==> config.mk <==
export PLATFORM = sky130hd
export DESIGN_NAME = rbm_visible_recon
export DESIGN_NICKNAME = d
export VERILOG_FILES = /design/src/rtl/rbm_visible_recon.sv
export SDC_FILE = /design/constraint.sdc
export NUM_CORES = 1
export LEC_CHECK = 0
export BUFFER_PORTS_ARGS = -buffer_cell sky130_fd_sc_hd__buf_2
export CELL_PAD_IN_SITES_DETAIL_PLACEMENT = 0
export CELL_PAD_IN_SITES_GLOBAL_PLACEMENT = 1
export CORE_AREA = 2 2 195 197
export CTS_CLUSTER_SIZE = 12
export DETAILED_ROUTE_END_ITERATION = 6
export DIE_AREA = 0 0 197 199
export GPL_TIMING_DRIVEN = 0
export PLACE_DENSITY = 0.64
export REMOVE_ABC_BUFFERS = 1
export SETUP_SLACK_MARGIN = 0.02
export SLEW_MARGIN = 5
export SYNTH_ARGS = -nofsm -noshare
export SYNTH_HDL_FRONTEND = slang
export SYNTH_SLANG_ARGS = --single-unit
==> constraint.sdc <==
create_clock -name clock -period 9.4 [get_ports clock]
set_clock_uncertainty 0.05 [all_clocks]
set_input_delay 0.47 -clock clock [delete_from_list [all_inputs] [get_ports clock]]
set_output_delay 0.47 -clock clock [all_outputs]
set_load 0.01 [all_outputs]
==> src/rtl/rbm_visible_recon.sv <==
// Downward RBM pass: serially reconstructs each visible unit as a hard-sigmoid of
// c(v) + sum of W(v,h) over active hidden bits, then samples it against a Galois LFSR.
module rbm_visible_recon #(
  parameter int unsigned weight_bitlength = 12,
  parameter int unsigned sg_bitlength     = 8,
  parameter int unsigned vis_dim          = 6,
  parameter int unsigned hid_dim          = 5,
  parameter int unsigned acc_bitlength    = 16,
  parameter int unsigned sg_shift         = 2,
  parameter int unsigned lfsr_seed        = 32'hA5
) (
  input  logic                                         clock,
  input  logic                                         reset,
  input  logic                                         start,
  input  logic [hid_dim-1:0]                           HiddenI,
  input  logic [vis_dim*hid_dim*weight_bitlength-1:0]  WeightI,
  input  logic [vis_dim*weight_bitlength-1:0]          BiasI,
  output logic                                         busy,
  output logic                                         done,
  output logic [vis_dim*sg_bitlength-1:0]              VprobO,
  output logic [vis_dim-1:0]                           VsampleO
);

  localparam int unsigned v_w = (vis_dim > 1) ? $clog2(vis_dim) : 1;
  localparam int unsigned h_w = (hid_dim > 1) ? $clog2(hid_dim) : 1;
  localparam logic [v_w-1:0] v_last = v_w'(vis_dim - 1);
  localparam logic [h_w-1:0] h_last = h_w'(hid_dim - 1);

  localparam logic signed [acc_bitlength-1:0] x_max = acc_bitlength'((2 ** (weight_bitlength - 1)) - 1);
  localparam logic signed [acc_bitlength-1:0] x_min = acc_bitlength'(-(2 ** (weight_bitlength - 1)));
  localparam logic signed [acc_bitlength-1:0] y_off = acc_bitlength'(2 ** (sg_bitlength - 1));
  localparam logic signed [acc_bitlength-1:0] p_max = acc_bitlength'((2 ** sg_bitlength) - 1);

  // Right-shifting Galois feedback masks for maximal-length LFSRs.
  function automatic logic [sg_bitlength-1:0] lfsr_taps();
    logic [31:0] t;
    case (sg_bitlength)
      3:       t = 32'h6;
      4:       t = 32'hC;
      5:       t = 32'h14;
      6:       t = 32'h30;
      7:       t = 32'h60;
      9:       t = 32'h110;
      10:      t = 32'h240;
      11:      t = 32'h500;
      12:      t = 32'hE08;
      13:      t = 32'h1C80;
      14:      t = 32'h3802;
      15:      t = 32'h6000;
      16:      t = 32'hB400;
      default: t = 32'hB8;
    endcase
    return sg_bitlength'(t);
  endfunction

  localparam logic [sg_bitlength-1:0] taps = lfsr_taps();
  localparam logic [sg_bitlength-1:0] seed =
      (sg_bitlength'(lfsr_seed) == '0) ? sg_bitlength'(1) : sg_bitlength'(lfsr_seed);

  typedef enum logic [1:0] {IDLE, ACCUM, ACTIVATE, DONE} state_t;

  state_t                           state_q, state_d;
  logic [v_w-1:0]                   v_q;
  logic [h_w-1:0]                   h_q;
  logic [hid_dim-1:0]               h_latch;
  logic signed [acc_bitlength-1:0]  acc_q;
  logic [sg_bitlength-1:0]          lfsr_q;

  logic [v_w-1:0]                   b_idx;
  logic signed [weight_bitlength-1:0] w_sel;
  logic signed [weight_bitlength-1:0] b_sel;
  logic signed [acc_bitlength-1:0]  x_sat;
  logic signed [acc_bitlength-1:0]  y_val;
  logic [sg_bitlength-1:0]          p_val;
  logic [sg_bitlength-1:0]          lfsr_next;

  // Next-state logic
  always_comb begin
    state_d = state_q;
    case (state_q)
      IDLE:     if (start) state_d = ACCUM;
      ACCUM:    if (h_q == h_last) state_d = ACTIVATE;
      ACTIVATE: state_d = (v_q == v_last) ? DONE : ACCUM;
      DONE:     state_d = IDLE;
      default:  state_d = IDLE;
    endcase
  end

  always_ff @(posedge clock or negedge reset) begin
    if (!reset) begin
      state_q <= IDLE;
      busy    <= 1'b0;
      done    <= 1'b0;
    end else begin
      state_q <= state_d;
      busy    <= (state_d != IDLE);
      done    <= (state_d == DONE);
    end
  end

  // Operand selection; the bias index looks one unit ahead while activating.
  always_comb begin
    b_idx = '0;
    if (state_q == ACTIVATE && v_q != v_last) b_idx = v_q + v_w'(1);
    w_sel = WeightI[(int'(v_q) * hid_dim + int'(h_q)) * weight_bitlength +: weight_bitlength];
    b_sel = BiasI[int'(b_idx) * weight_bitlength +: weight_bitlength];
  end

  // Saturate, hard-sigmoid and clamp to the probability range.
  always_comb begin
    x_sat = acc_q;
    if (acc_q > x_max)      x_sat = x_max;
    else if (acc_q < x_min) x_sat = x_min;
    y_val = (x_sat >>> sg_shift) + y_off;
    if (y_val < 0)          p_val = '0;
    else if (y_val > p_max) p_val = '1;
    else                    p_val = sg_bitlength'(y_val);
    lfsr_next = (lfsr_q >> 1) ^ (lfsr_q[0] ? taps : '0);
  end

  always_ff @(posedge clock or negedge reset) begin
    if (!reset) begin
      v_q      <= '0;
      h_q      <= '0;
      h_latch  <= '0;
      acc_q    <= '0;
      lfsr_q   <= seed;
      VprobO   <= '0;
      VsampleO <= '0;
    end else begin
      case (state_q)
        IDLE: begin
          if (start) begin
            h_latch <= HiddenI;
            v_q     <= '0;
            h_q     <= '0;
            acc_q   <= acc_bitlength'(b_sel);
          end
        end
        ACCUM: begin
          if (h_latch[h_q]) acc_q <= acc_q + acc_bitlength'(w_sel);
          h_q <= (h_q == h_last) ? '0 : h_q + h_w'(1);
        end
        ACTIVATE: begin
          VprobO[int'(v_q) * sg_bitlength +: sg_bitlength] <= p_val;
          VsampleO[v_q] <= (p_val > lfsr_q);
          lfsr_q        <= lfsr_next;
          if (v_q != v_last) begin
            v_q   <= v_q + v_w'(1);
            acc_q <= acc_bitlength'(b_sel);
          end
        end
        default: ;
      endcase
    end
  end

endmodule

==> After elaboration in Yosys (flattened, before gate mapping) <==
Index checks and enable logic that the tools add are counted.
{ "op_classes": {"add_sub_neg": 6, "multipliers": 3, "magnitude_cmp": 8, "n_eq_ne": 10, "shift": 4, "muxes": 25, "bitwise_logic": 1, "n_reduce_logical": 11} }
{ "ops": {"columns": ["op", "n"], "rows": [
  ["360-bit by 12-bit variable part select with 12-bit output", 1],
  ["16-bit two-way mux", 5],
  ["72-bit by 8-bit variable part select with 12-bit output", 1],
  ["48-bit bitwise mux", 1],
  ["16-bit case mux with 3 select lines", 1],
  ["8-bit by 34-bit variable shift with 48-bit output, first input constant", 1],
  ["8-bit by 34-bit variable part select with 48-bit output", 1],
  ["6-bit negator with 34-bit output", 1],
  ["8-bit two-way mux", 3],
  ["16-bit by 12-bit adder with 16-bit output", 1],
  ["16-bit by 12-bit greater-than comparator with 1-bit output, second input constant", 1],
  ["16-bit by 12-bit less-than comparator with 1-bit output, second input constant", 1],
  ["14-bit by 9-bit adder with 15-bit output, second input constant", 1],
  ["15-bit by 9-bit greater-than comparator with 1-bit output, second input constant", 1],
  ["15-bit by 1-bit less-than comparator with 1-bit output, second input constant", 1],
  ["3-bit two-way mux", 4],
  ["3-bit case mux with 2 select lines", 2],
  ["7-bit by 2-bit multiplier with 9-bit output, second input constant", 1],
  ["8-bit greater-than comparator", 1],
  ["3-bit by 4-bit less-than comparator with 1-bit output, second input constant", 2],
  ["2-bit case mux with 4 select lines", 1],
  ["7-bit by 8-bit XOR with 8-bit output", 1],
  ["6-bit by 3-bit adder with 7-bit output", 1],
  ["3-bit by 1-bit adder with 3-bit output, second input constant", 2],
  ["other kinds (21)", 32]
]} }
{ "word_totals": {"register_bits": 93, "output_inout_bits": 56, "wordCells": 78} }

==> Depth between registers and ports, before layout <==
{ "logic_depth": {"depth_word": 9, "ltp_mapped": 23} }

==> Worst setup path after synthesis <==
OpenSTA, ideal clock, no wires.
{ "synth_timing": {"path_type": "register to register", "start": "register v_q[0]", "end": "register acc_q[14]", "setup_ps": 123, "arrival_ps": 4951, "setup_slack_ps": 4277, "stages_incl_launch_ff": 22, "path_buffers": 3, "path_cell_list": "dfrtp_1 ha_1 ha_1 inv_1 fa_1 clkbuf_1 clkbuf_1 clkbuf_1 mux4_2 nor2_1 a211oi_1 ha_1 inv_1 fa_1 nor2b_1 o21ai_0 o221ai_1 a2111oi_0 o21a_1 o21ai_0 xor2_1 o221a_2"} }
{ "synth_via": {"elab_chain_cells": 7, "elab_cells_between_ends": 17, "classes_between": "3 x add/sub; 3 x mul; 2 x eq/ne; 2 x shift; 5 x mux; 2 x reduce/logical"} }
{ "synth_rtl": {"columns": ["element", "line", "source"], "rows": [
  ["from (decl)", "63", "logic [v_w-1:0] v_q;"],
  ["from (signal assigned)", "149", "v_q <= v_q + v_w'(1);"],
  ["3-bit by 3-bit multiplier with 6-bit output / 3-bit != test (equally long branches)", "105, 104, 148", null],
  ["6-bit by 3-bit adder with 7-bit output / 1-bit logical AND (equally long branches)", "105, 104", null],
  ["7-bit by 2-bit multiplier with 9-bit output / 3-bit two-way mux (equally long branches)", "105, 104", null],
  ["360-bit by 12-bit variable part select with 12-bit output / 3-bit by 2-bit multiplier with 5-bit output (equally long branches)", "105, 106", null],
  ["16-bit by 12-bit adder with 16-bit output / 72-bit by 8-bit variable part select with 12-bit output (equally long branches)", "141, 106", null],
  ["16-bit two-way mux (on tied branches)", "141, 133, 148", null],
  ["16-bit case mux with 3 select lines", "131", "case (state_q)"],
  ["to (signal assigned)", "137", "acc_q <= acc_bitlength'(b_sel);"],
  ["to (signal assigned)", "141", "if (h_latch[h_q]) acc_q <= acc_q + acc_bitlength'(w_sel);"],
  ["to (signal assigned)", "150", "acc_q <= acc_bitlength'(b_sel);"],
  ["to (decl)", "66", "logic signed [acc_bitlength-1:0] acc_q;"]
]} }
Parallel ways exist; a longest one is shown, timed or not. The select of a mux whose other input is x is not followed.
A chain may end at the register's enable or synchronous reset.

==> Worst setup path in the final report <==
Ends and elaborated chain as after synthesis.

==> key figures <==
Outcome
  – Outcome: finished clean

Critical path
  – RR Endpoint: acc_q[14]
  – Crit-path cells: ha_1, ha_1, inv_1, fa_2, xnor2_2, buf_8, nor2_1, a222oi_1, a211oi_1, ha_1, nor2b_1, o21ai_0, o221ai_1, a2111oi_0, o21a_1, o21ai_0, xor2_1, o221a_2
  – Buf/Inv on CP: 2
  – Most used cell, CP: ha_1
  – Worst Setup Path Type: reg -> reg
  – Slowest CP cell: nor2_1
  – Crit. End Element: flop
  – Worst reg-to-reg setup slack: 3310 ps
  – CP delay by family, top: compound AO/OA/AOI/OAI gates
  – CP required: roughly 9600 ps
  – Cell count along the critical path: 18
  – Reg2reg start: v_q[0]
  – CP startpoint kind: flop
  – Critical path arrival: 6280 ps
  – Reg2Reg Depth: 18
  – Worst path max stage delay: a little over 700 ps
  – CP Max Fanout: 10

Yosys
  – Gate Count Post-Synth: 832
  – Syn Area/Cell: roughly 11 um2
  – Synth area leaders: dfrtp_1 25%, mux4_2 25%, mux2_2 6.3%, ha_1 5.9%, mux2i_1 4.6%
  – XOR/XNOR Fraction of Synth Area: 0.0210
  – Seq/Total Area, Yosys: 0.266
  – Synth Area in Adders: 0.0631
  – Share of flip-flops with an asynchronous set or reset: 1.00
  – Synth area leader: dfrtp_1
  – Post-Syn Area: 8770 um2
  – Most common cell in the netlist: nand2_1
  – Post-synthesis mux area share: 0.355
  – Post-synth top cells: 98 x nand2_1, 96 x mux4_2, 89 x dfrtp_1, 64 x o21ai_0, 50 x nor2_1
  – Post-synth EDFFs: 0
  – Main combinational cell family by area after synthesis: multiplexers
  – Post-Synth Simple-Gate Area: 0.116
  – Synth top area share: 0.254
  – Compound-cell area share of the yosys netlist: 0.138
  – Number of synthesis warnings: 0
  – FF+latch count, synth: 93
  – Dominant synthesized flop cell: dfrtp_1
  – Library cells used by synthesis: 56

STA
  – Slew Limit Fails: 0
  – Final min period: 6090 ps
  – Fin crit share: 0.648
  – Final setup vio count: 0
  – RSZ-0062 raised after global routing: no
  – FMAX: 164 MHz
  – Final TNS setup: 0 ps
  – Worst hold slack: 48.9 ps
  – Slew headroom: 0.171
  – Final hold vios: 0
  – Worst-Margin Slew: 1230 ps
  – Worst setup slack after layout: roughly 3300 ps

Global routing
  – Largest net degree at the start of global routing: 60
  – Vias in the first global route: 9181
  – GRT Overall Usage: 0.195
  – First-pass GRT wire length: about 57 mm
  – Antenna violations before repair: 11
  – Grt total ovfl: 0

Power
  – PwrDens: 397 nW/um2
  – LEAKAGE: 5.93 nW
  – Max VDD drop: 0.259 mV
  – Tot Pwr: 4.86 mW

Floorplanning
  – Die Area: 39200 um2
  – Core area: 37100 um2
  – Die W: roughly 200 um
  – Cell Rows: 71
  – Starting Density: 0.236
  – I/O pin cnt: 496
  – DIE HEIGHT: 199 um

Clock tree
  – Worst-path clk slew: 70 ps
  – Maximum clock insertion buffer count: 2
  – Post-CTS Setup Inserts: 0
  – PostCTS Resize Cnt: 0
  – Cts bufs inserted: 9
  – Later-pin clock latency in the skew report: about 350 ps
  – Htree depth: 3
  – CTS sink count: 93
  – CTS Hold Bufs: 0
  – CTS tree: yes
  – Root buf cell: clkbuf_16

Place
  – IO buf count: 495
  – Gpl congestion: 0.921
  – DP Wirelength: 33.2 mm
  – Pre-CTS WS: approximately 3100 ps

Drt
  – DRC viols: 0
  – Vias: 8803
  – Vias per cell: between 4 and 5
  – Final wirelength: about 39 mm
  – Drt wl/cell: around 22 um
  – Initial DRC Count: 426
  – Antenna-violating nets left: 0
  – Initial DRT Pass Iterations: 5

Cells and area
  – Finished Core Util: 0.330
  – P&R area growth vs syn: 39.7%
  – Layout cells sized above 1: 0.536
  – Nets: roughly 1800

Job
  – Maximum capacitance violations: 0

Min path
  – Hold Path Class: in -> async
-- layer usage --
metal / global-route usage / vias up / share of wire
met4: 0.0395 / 14 / 0.015
li1: - / 4129 / -
met2: 0.355 / 305 / 0.51
met3: 0.0398 / 38 / 0.057
met5: 0 / - / 0.0022
met1: 0.239 / 4317 / 0.41
-- final cells by class --
class,instances,area (um2)
fillers,3871,24900
multi-input cells,652,6150
repair buffers,504,2690
flip-flops and latches,93,2330
well taps,474,593
clock buffers,10,239
inverters,32,120
clock inverters,6,115
diodes,3,7.51
-- state kept, by name (all words and copies together) (netlist names) --
signal,flops
done,1
VsampleO,6
state_q,2
h_latch,5
lfsr_q,8
v_q,3
acc_q,16
busy,1
VprobO,48
h_q,3
-- metrics by stage --
stage / std cells / area (um2)
2_1_floorplan: 777 / 8530
3_3_place_gp: 1746 / 11600
3_5_place_dp: 1755 / 11900
4_1_cts: 1771 / 12200
5_1_grt: 1772 / 12200
6_report: 1774 / 12200
-- layout by cell type (no fill, tap or decap), drive strengths merged, types with 31 or more instances in the layout --
cell,count
nand2,98
o21ai,67
mux4,96
buf,504
nor2,50
inv,34
mux2i,40
dfrtp,89
ha,41
a21oi,31
mux2,49
-- worst register-to-register path, stage by stage, from the launching register on --
cell and delay [ps]:
dfrtp_1 580, ha_1 310, ha_1 300, inv_1 70, fa_2 480, xnor2_2 270
buf_8 210, nor2_1 720, a222oi_1 280, a211oi_1 490, ha_1 360, nor2b_1 140
o21ai_0 280, o221ai_1 220, a2111oi_0 520, o21a_1 210, o21ai_0 120, xor2_1 160
o221a_2 230
-- cells by family (layout without fill, tap and decap cells) --
logic type / after synthesis / count (layout)
other: 0 / 3
flip-flops: 93 / 93
buffers and inverters: 87 / 552
XOR/XNOR: 21 / 21
AO/OA/AOI/OAI: 184 / 184
multiplexers: 185 / 185
adder cells (fa/ha/maj): 43 / 43
AND/OR/NAND/NOR: 219 / 219
-- how the worst max path moves through the flow --
stage	slack, ps	to	start
CTS	3130	acc_q[14]	v_q[0]
global placement	30	acc_q[14]	v_q[0]
finish	3310	acc_q[14]	v_q[0]
global route	2790	acc_q[14]	v_q[0]
detailed placement	3150	acc_q[14]	v_q[0]
floorplan	2040	acc_q[13]	v_q[0]
-- where the power goes --
part	leakage (nW)	switching (mW)	internal [mW]	total, mW
Clock	0.170	0.167	0.269	0.437
Sequential	1.19	0.108	0.502	0.611
Combinational	4.58	1.97	1.84	3.81
Total	5.93	2.24	2.62	4.86
(Power assumes the default switching activity.)
